## config.mk

```make
export PLATFORM = sky130hd
export DESIGN_NAME = fix_readout_ctrl
export DESIGN_NICKNAME = d
export VERILOG_FILES = /design/src/rtl/fix_readout_ctrl.sv
export SDC_FILE = /design/constraint.sdc
export NUM_CORES = 1
export LEC_CHECK = 0
export ABC_AREA = 1
export ABC_CLOCK_PERIOD_IN_PS = 3600
export BUFFER_PORTS_ARGS = -buffer_cell sky130_fd_sc_hd__buf_2
export CAP_MARGIN = 40
export CORE_MARGIN = 3
export CORE_UTILIZATION = 37
export DETAILED_ROUTE_END_ITERATION = 8
export HOLD_SLACK_MARGIN = 0.1
export PLACE_DENSITY = 0.71
export SLEW_MARGIN = 20
export SYNTH_ARGS = -nofsm -noshare
export SYNTH_HDL_FRONTEND = slang
export SYNTH_SLANG_ARGS = --single-unit
```

## constraint.sdc

```tcl
create_clock -name clk -period 3.6 [get_ports clk]
set_input_delay 0.72 -clock clk [delete_from_list [all_inputs] [get_ports clk]]
set_output_delay 0.72 -clock clk [all_outputs]
set_load 0.02 [all_outputs]
```

## src/rtl/fix_readout_ctrl.sv

```systemverilog
// Host readout sequencer for a completed FIX message: walks the buffer from index 0 to
// final_index, prefetching each byte and holding it on data_out_2 until the host consumes it.
module fix_readout_ctrl #(
  parameter int              ADDR_W  = 8,
  parameter int              DATA_W  = 8,
  parameter int              MEM_LAT = 1,
  parameter logic [7:0]      CMD_ACK = 8'hdd
) (
  input  logic              clk,
  input  logic              reset,
  input  logic              fix_message_sent,
  input  logic [ADDR_W-1:0] final_index,
  input  logic [7:0]        session_initiate,
  input  logic              host_rd,
  output logic              mem_rd,
  output logic [ADDR_W-1:0] mem_addr,
  input  logic [DATA_W-1:0] mem_rdata,
  output logic [DATA_W-1:0] data_out_2,
  output logic              msg_valid,
  output logic              msg_last,
  output logic              msg_done,
  output logic              overrun
);

  typedef enum logic [2:0] {
    S_IDLE,
    S_FETCH,
    S_WAIT,
    S_HOLD,
    S_DONE
  } state_t;

  localparam logic [1:0]        LAT_INIT = 2'(MEM_LAT - 1);
  localparam logic [ADDR_W-1:0] IDX_ONE  = ADDR_W'(1);

  state_t              state_q, state_d;
  logic [ADDR_W-1:0]   index_q, index_d;
  logic [ADDR_W-1:0]   last_q, last_d;
  logic [1:0]          lat_cnt_q, lat_cnt_d;
  logic [DATA_W-1:0]   data_q, data_d;
  logic                valid_q, valid_d;
  logic                last_flag_q, last_flag_d;
  logic                done_q, done_d;
  logic                overrun_q, overrun_d;

  // NOTE: state registers use non-blocking assignments so every flop samples the
  // pre-edge value of its peers, independent of statement order.
  always_ff @(posedge clk or posedge reset) begin
    if (reset) begin
      state_q     <= S_IDLE;
      index_q     <= '0;
      last_q      <= '0;
      lat_cnt_q   <= '0;
      data_q      <= '0;
      valid_q     <= 1'b0;
      last_flag_q <= 1'b0;
      done_q      <= 1'b0;
      overrun_q   <= 1'b0;
    end else begin
      state_q     <= state_d;
      index_q     <= index_d;
      last_q      <= last_d;
      lat_cnt_q   <= lat_cnt_d;
      data_q      <= data_d;
      valid_q     <= valid_d;
      last_flag_q <= last_flag_d;
      done_q      <= done_d;
      overrun_q   <= overrun_d;
    end
  end

  // NOTE: every next-state variable is defaulted to its current value first, so no
  // path through the case statement can leave one unassigned and infer a latch.
  always_comb begin
    state_d     = state_q;
    index_d     = index_q;
    last_d      = last_q;
    lat_cnt_d   = lat_cnt_q;
    data_d      = data_q;
    valid_d     = valid_q;
    last_flag_d = last_flag_q;
    done_d      = done_q;
    overrun_d   = overrun_q;

    unique case (state_q)
      S_IDLE: begin
        if (fix_message_sent) begin
          last_d  = final_index;
          index_d = '0;
          state_d = S_FETCH;
        end
      end
      S_FETCH: begin
        lat_cnt_d = LAT_INIT;
        state_d   = S_WAIT;
      end
      S_WAIT: begin
        if (lat_cnt_q == 2'd0) begin
          data_d      = mem_rdata;
          valid_d     = 1'b1;
          last_flag_d = (index_q == last_q);
          state_d     = S_HOLD;
        end else begin
          lat_cnt_d = lat_cnt_q - 2'd1;
        end
      end
      S_HOLD: begin
        if (host_rd) begin
          valid_d     = 1'b0;
          last_flag_d = 1'b0;
          // Compare before incrementing so a full-range message never wraps the index.
          if (index_q == last_q) begin
            done_d  = 1'b1;
            state_d = S_DONE;
          end else begin
            index_d = index_q + IDX_ONE;
            state_d = S_FETCH;
          end
        end
      end
      S_DONE: begin
      end
      default: state_d = S_IDLE;
    endcase

    if (fix_message_sent && (state_q != S_IDLE)) begin
      overrun_d = 1'b1;
    end

    // The release/abort command overrides anything decided above in the same cycle.
    if (session_initiate == CMD_ACK) begin
      valid_d     = 1'b0;
      last_flag_d = 1'b0;
      done_d      = 1'b0;
      overrun_d   = 1'b0;
      data_d      = '0;
      index_d     = '0;
      state_d     = S_IDLE;
    end
  end

  assign mem_rd     = (state_q == S_FETCH);
  assign mem_addr   = index_q;
  assign data_out_2 = data_q;
  assign msg_valid  = valid_q;
  assign msg_last   = last_flag_q;
  assign msg_done   = done_q;
  assign overrun    = overrun_q;

endmodule

```

==> run summary, run 1 <==
clock root buffer: clkbuf_8
via count: 1,541
DP Worst Slack: 1305 ps
Yosys Warn Count: 0
Post-Synth Simple-Gate Area: 30.79%
total die area: 5798 sq um
GR Util met1: 17.81%
relative slew slack: 58.83%
Post-Syn Area per Cell: 8.313 sq um
final slew viol count: 0
Fin Setup TNS: 0 ps
share of cells above drive strength 1: 28.57%
Mapped Nets: 249
DRT iter0 DRCs: 46
# Post-CTS Setup Buffers: 0
n_diodes: 0
FMAX: 0.5100 GHz
Final Hold Fails: 0
WL/cell: 11.42 um
CTS tree: yes
#FFs+latches synth: 33
hold path start: msg_valid
Seq pwr share: 36.8%
share of the synthesized area in the top cell type: 45.36%
drt drc: 0
FF-to-FF setup slack: 1930 ps
post-synthesis sequential area ratio: 45.36%
Post-synth top cells: 54 x nand2_1, 33 x dfrtp_1, 29 x nor2_1
area grow syn2layout: 22.54%
Hold Path Sink: msg_valid
fill count: 465
total of max-cap violations: 0
period utilisation layout: 54.47%
Logic pwr share: 44.4%
Core Footprint: 4564 sq um
XOR/XNOR Fraction of Synth Area: 4.811%
RD Place Congestion: 0.8396
largest family of logic cells by synthesized area: simple AND/OR/NAND/NOR gates
dominant cells by area after synthesis: dfrtp_1 45%, nand2_1 11%, nor2_1 6.0%, mux2_4 5.8%, inv_1 4.1%
Worst-Skew Late Latency: 280 ps
row count: 24
RR Endpoint: msg_last
CTS Sinks: 33
CP max FO: 20
clock skew: 3.324 ps
largest net degree at the start of global routing: 21
worst hold stages: 2
Reg2Reg Depth: 8
initial antenna violation count: 0
Tmin final: 1961 ps
Synth Instances: 219
clock power share: 18.8%
Netlist Area Pre-Place: 1820 sq um
WP data required: 3780 ps
Sw Ratio: 40.42%
count leader, synth: nand2_1
H-tree depth reported by CTS: 2
leakage: 1.218 nW
synth unique cells: 28
Post-DP HPWL: 2.949 mm
P_sw: 0.6509 mW
RSZ-0062 raised after global routing: no
global route total overflow: 0
Internal: 0.9594 mW
Synth Area in Adders: 1.375%
GRT Overall Usage: 14.30%
top_reg_cell synth: dfrtp_1
Pwr Density: 721.8 nW/um^2
ys async rst share: 100.0%
GR Util met3: 3.901%
Slew @ Worst Pin: 616.8 ps
Antenna Nets Post-Route: 0
fin nets: 302
CTS resizes: 0
Port Buffer Count: 48
final WL: 3.860 mm
first-pass GRT wire length: 6.699 mm
final number of setup-violating endpoints: 0
worst min path class: reg -> reg
I/O pin count: 49
DR vias/cell: 4.559
Clock Path Buffers: 2
vias in the first global route: 1,497
height of the chip: 76.15 um
Synth area leader: dfrtp_1
cts hold-fix bufs: 0
Clock transition at path regs: 70 ps
Post-synth EDFFs: 0
multiplexer area fraction after synthesis: 5.773%
met2 Resource Use GR: 23.40%
Setup Crit Path Kind: in -> reg
CP Capture Type: register
Synth Area in Compound Gates: 5.842%
status: finished clean
DR pass1 iterations: 4
CP Data Arrival Time: 2140 ps
DIE WIDTH: 76.15 um
final core utilization: 48.88%
maximum vdd drop: 0.0002377 V
effective utilization at floorplan: 39.88%
GR peak layer: met2
startpoint types: input pin
Worst R2R Start: state_q[0]
Num CTS Buffers: 5
final worst slack: 1639 ps
-- per-stage QoR --
stage | power (mW) | instances | instance area [sq um] | hold slack [ps]
after floorplan | 1.138 | 219 | 1821 | 493.3
after global placement | 1.301 | 330 | 2130 | 452.5
after detailed placement | 1.312 | 330 | 2130 | 461.9
after CTS | 1.627 | 338 | 2231 | 479.2
after global routing | 1.733 | 338 | 2231 | 502.0
final | 1.610 | 338 | 2231 | 471.6
-- area by class of cell --
type | count | area (sq um) | share of cell area [%]
clock inverters | 1 | 5.005 | 0.2243
well taps | 65 | 81.33 | 3.646
clock buffers | 7 | 96.34 | 4.319
multi-input cells | 159 | 884.6 | 39.65
inverters | 24 | 90.09 | 4.038
flip-flops and latches | 33 | 825.8 | 37.02
repair buffers | 49 | 247.7 | 11.10
-- cells in the final DEF (no fill, tap or decap), types with 2 or more instances in the layout --
cell type,netlist,final
nand2_1,54,54
buf_2,1,48
dfrtp_1,33,33
nor2_1,29,29
inv_1,20,20
nand3_1,15,15
o21ai_0,12,12
nor3_1,10,10
xnor2_1,7,7
mux2_4,7,7
clkbuf_8,0,7
inv_2,3,3
xor2_1,3,3
a21oi_1,3,3
o21ai_1,2,2
nand3_2,2,2
nand2_2,2,2
nand2_4,2,2
o21bai_1,2,2
nor2_2,2,2
ha_1,2,2
-- per-layer routing --
| metal | vias to the layer above | wire [um] |
|---|---|---|
| met5 | - | 0 |
| met4 | 0 | 59 |
| met3 | 5 | 221 |
| met2 | 40 | 1721 |
| met1 | 690 | 1858 |
| li1 | 806 | - |
-- how the worst max path moves through the flow --
stage                                   start           to  cells past startpoint
after floorplan           session_initiate[5]  mem_addr[5]                     11
after global routing      session_initiate[5]  mem_addr[2]                     11
after global placement    session_initiate[5]  mem_addr[1]                     11
after detailed placement  session_initiate[5]  mem_addr[7]                     11
after CTS                 session_initiate[5]  mem_addr[7]                     11
final                     session_initiate[5]  mem_addr[7]                     11
-- logic make-up (layout without fill, tap and decap cells) --
kind of cell,Yosys count,in the layout
AOI/OAI and AO/OA,20,20
xor gates and xnor gates,10,10
adders and majority gates,2,2
buffers and inverters,27,81
DFF,33,33
muxes,7,7
and+or+nand+nor,120,120
-- worst max-delay path, stage by stage --
cell and delay, ps:
buf_2 90, inv_1 40, nand2_1 40, nor2_1 80, nand2_1 360, nand3_1 310
nand2_2 120, nor2_8 160, nand2_4 100, nand2_1 70, nand2_1 50
-- power groups by stage --
stage / sequential (mW) / clock, mW / combinational [mW]
4_1_cts: 0.592 / 0.312 / 0.724
5_1_grt: 0.610 / 0.331 / 0.791
6_report: 0.592 / 0.303 / 0.715
3_5_place_dp: 0.597 / 0 / 0.715
2_1_floorplan: 0.657 / 0 / 0.481
3_3_place_gp: 0.597 / 0 / 0.704
-- sequential cells by signal, summed over array words and instances, names as in the netlist --
register,cells
data_out_2,8
last_q,8
mem_addr,8
state_q,3
lat_cnt_q,2
msg_done,1
msg_last,1
msg_valid,1
overrun,1
Power figures use the tool's default switching activity.
==> run 2, diff against run 1 <==
--- a/config.mk
+++ b/config.mk
@@ -5,8 +5,8 @@
 export SDC_FILE = /design/constraint.sdc
 export NUM_CORES = 1
 export LEC_CHECK = 0
-export ABC_AREA = 1
-export ABC_CLOCK_PERIOD_IN_PS = 3600
+export ABC_AREA = 0
+export ABC_CLOCK_PERIOD_IN_PS = 2050
 export BUFFER_PORTS_ARGS = -buffer_cell sky130_fd_sc_hd__buf_2
 export CAP_MARGIN = 40
 export CORE_MARGIN = 3
==> constraint.sdc (replaced) <==
create_clock -name clk -period 2.05 [get_ports clk]
set_input_delay 0.41 -clock clk [delete_from_list [all_inputs] [get_ports clk]]
set_output_delay 0.41 -clock clk [all_outputs]
set_load 0.02 [all_outputs]
==> run summary, run 2 <==
Port Buffer Count: 48 (unchanged)
CTS tree: yes
GRT Overall Usage: 15.94% (+1.6 points)
register area: 825.8 sq um (unchanged)
height of the chip: 73.49 um (-3.5%)
synth unique cells: 39 (+39%)
FF-to-FF setup slack: 240 ps (-1690 ps)
area grow syn2layout: 28.14%
leakage: 0.9970 nW (-18%)
Netlist Area Pre-Place: 1685 sq um (-7.4%)
Clock transition at path regs: 70 ps (about the same)
row count: 23 (-4.2%)
effective utilization at floorplan: 40.11% (+0.23 points)
Internal: 1.900 mW (+98%)
Post-Syn Area per Cell: 10.53 sq um (+27%)
vias in the first global route: 1,445 (-3.5%)
CP Data Arrival Time: 2010 ps (-130 ps)
top_reg_cell synth: dfrtp_1
#FFs+latches synth: 33 (unchanged)
Placed Cells: 262 (-21%)
crit path buf inv count: 0 (-2)
commonest non-fill, non-tap cell in the layout: buf_2
# Post-CTS Setup Buffers: 0 (unchanged)
Num CTS Buffers: 5 (unchanged)
Logic pwr share: 43.6% (-0.8 points)
Post-synth top cells: 33 x dfrtp_1, 15 x nor2_1, 10 x mux2i_1
Core Footprint: 4202 sq um (-7.9%)
FMAX: 0.5527 GHz
final slew viol count: 0 (unchanged)
Post-DP HPWL: 2.854 mm (-3.2%)
period utilisation layout: 88.26%
final core utilization: 51.40% (+2.5 points)
fin nets: 249 (-18%)
critical path endpoint: mem_addr[6]
final WL: 3.825 mm (-0.91%)
Worst R2R Start: state_q[2]
clock root buffer: clkbuf_8
Sw Ratio: 38.99% (-1.4 points)
CP max FO: 7 (-65%)
Mapped Nets: 190 (-24%)
ys async rst share: 100.0% (unchanged)
largest net degree at the start of global routing: 34 (+62%)
DR vias/cell: 5.270 (+16%)
CTS resizes: 0 (unchanged)
WL/cell: 14.17 um (+24%)
Yosys Warn Count: 0 (unchanged)
RR Endpoint: mem_addr[6]
clock power share: 20.0% (+1.2 points)
n_diodes: 0 (unchanged)
RD Place Congestion: 0.8127 (-3.2%)
relative slew slack: 51.63% (-7.2 points)
Largest delay share family, worst path: simple AND/OR/NAND/NOR gates
Tmin final: 1809 ps
clock skew: 7.435 ps (+4.111 ps)
GR Util met3: 4.241% (+0.34 points)
Final Hold Fails: 0 (unchanged)
Post-synth EDFFs: 0 (unchanged)
Slew @ Worst Pin: 715.8 ps (+98.99 ps)
final number of setup-violating endpoints: 0 (unchanged)
share of cells above drive strength 1: 36.82% (+8.2 points)
Synth Instances: 160 (-27%)
P_sw: 1.214 mW (+87%)
Setup Crit Path Kind: reg -> reg
Antenna Nets Post-Route: 0 (unchanged)
DIE WIDTH: 73.49 um (-3.5%)
DR pass1 iterations: 4 (unchanged)
WP data required: 2250 ps (-1530 ps)
startpoint types: register
initial antenna violation count: 0 (unchanged)
fill count: 378 (-19%)
share of the synthesized area in the top cell type: 49.00% (+3.6 points)
Non-Filler Instances: 270 (-20%)
I/O pin count: 49 (unchanged)
worst-path cell chain: and4b_1 > o21ai_2 > or4_1 > o211ai_1
Crit path depth: 4 (-7)
RSZ-0062 raised after global routing: no
post-synthesis sequential area ratio: 49.00% (+3.6 points)
Seq pwr share: 36.4% (-0.4 points)
via count: 1,423 (-7.7%)
CP startpoint: state_q[2]
first-pass GRT wire length: 6.679 mm (-0.30%)
worst min path class: in -> async
Synth area leader: dfrtp_1
Reg2Reg Depth: 4 (-4)
dominant cells by area after synthesis: dfrtp_1 49%, mux2i_1 5.9%, mux2_2 5.3%, xnor2_1 4.2%, nor2_1 3.3%
cts hold-fix bufs: 0 (unchanged)
slowest CP cell: or4_1
Worst-Skew Late Latency: 280 ps (about the same)
drt drc: 0 (unchanged)
global route total overflow: 0 (unchanged)
GR Util met1: 21.16% (+3.3 points)
CTS Sinks: 33 (unchanged)
WHS: 204.8 ps (-266.8 ps)
GR peak layer: met2
multi-input logic area: 802.0 sq um (-9.3%)
Clock Path Buffers: 2 (unchanged)
met2 Resource Use GR: 25.39% (+2.0 points)
DRT iter0 DRCs: 108 (+130%)
maximum vdd drop: 0.0006284 V (+160%)
total die area: 5401 sq um (-6.9%)
most frequent cells in the layout: 48 x buf_2, 33 x dfrtp_1, 15 x nor2_1
CP Capture Type: register
CP peak stage delay: 530 ps (+170 ps)
H-tree depth reported by CTS: 2 (unchanged)
count leader, synth: dfrtp_1
Pwr Density: 1442 nW/um^2 (+100%)
status: finished clean
total of max-cap violations: 0 (unchanged)
-- run 2: cell types whose count changed after synthesis, sizes merged, moves of 5 or more --
cell	before	now
nand2	58	8
clkbuf	0	5
o21ai	14	5
inv	23	9
nor3	11	3
nand3	17	5
mux2i	0	10
nor2	32	17
-- run 2: layer usage --
layer	part of all wire [%]	vias to the layer above
met5	0	-
met4	1.4	0
met3	5.5	4
met2	49	32
met1	44	690
li1	-	697
-- run 2: power groups by stage --
stage	sequential, mW	combinational [mW]	clock (mW)
floorplan	1.30	0.763	0
global placement	1.14	1.33	0
detailed placement	1.15	1.36	0
CTS	1.14	1.37	0.642
global route	1.18	1.51	0.677
finish	1.14	1.36	0.622
-- run 2: metrics by stage --
step / worst slack, ps / power, mW / TNS [ps] / instance area, sq um
final: 240.7 / 3.115 / 0 / 2160
after global routing: 120.1 / 3.367 / 0 / 2160
after CTS: 234.8 / 3.149 / 0 / 2155
after detailed placement: 102.2 / 2.505 / 0 / 2038
after global placement: -8.341 / 2.473 / -12.62 / 2034
after floorplan: 420.3 / 2.060 / 0 / 1685
-- run 2: worst min-delay path by stage --
stage / depth (start not counted) / from / end
6_report: 3 / reset / last_q[1]
5_1_grt: 3 / reset / data_out_2[0]
4_1_cts: 3 / reset / data_out_2[0]
3_5_place_dp: 2 / msg_done / msg_done
3_3_place_gp: 2 / overrun / overrun
2_1_floorplan: 1 / lat_cnt_q[1] / lat_cnt_q[1]
-- run 2: cells by family (layout without fill, tap and decap cells) --
kind of cell | Yosys count | in the layout | synth area share (%)
simple gates | 55 | 55 | 18.49
flops | 33 | 33 | 49.00
compound gates | 28 | 28 | 11.51
mux | 18 | 18 | 11.28
buf+inv | 16 | 76 | 4.083
xor+xnor | 8 | 8 | 4.158
fa+ha+maj | 2 | 2 | 1.485
-- run 2: area by class of cell --
cell class | count | share of cell area (%)
clock buffers | 7 | 3.998
inverters | 9 | 1.564
flip-flops and latches | 33 | 38.24
repair buffers | 59 | 14.77
multi-input cells | 111 | 37.14
clock inverters | 1 | 1.390
well taps | 50 | 2.897
-- run 2: tightest hold or removal path, stage by stage --
cell and delay (ps):
buf_2 90, inv_1 40, buf_4 360
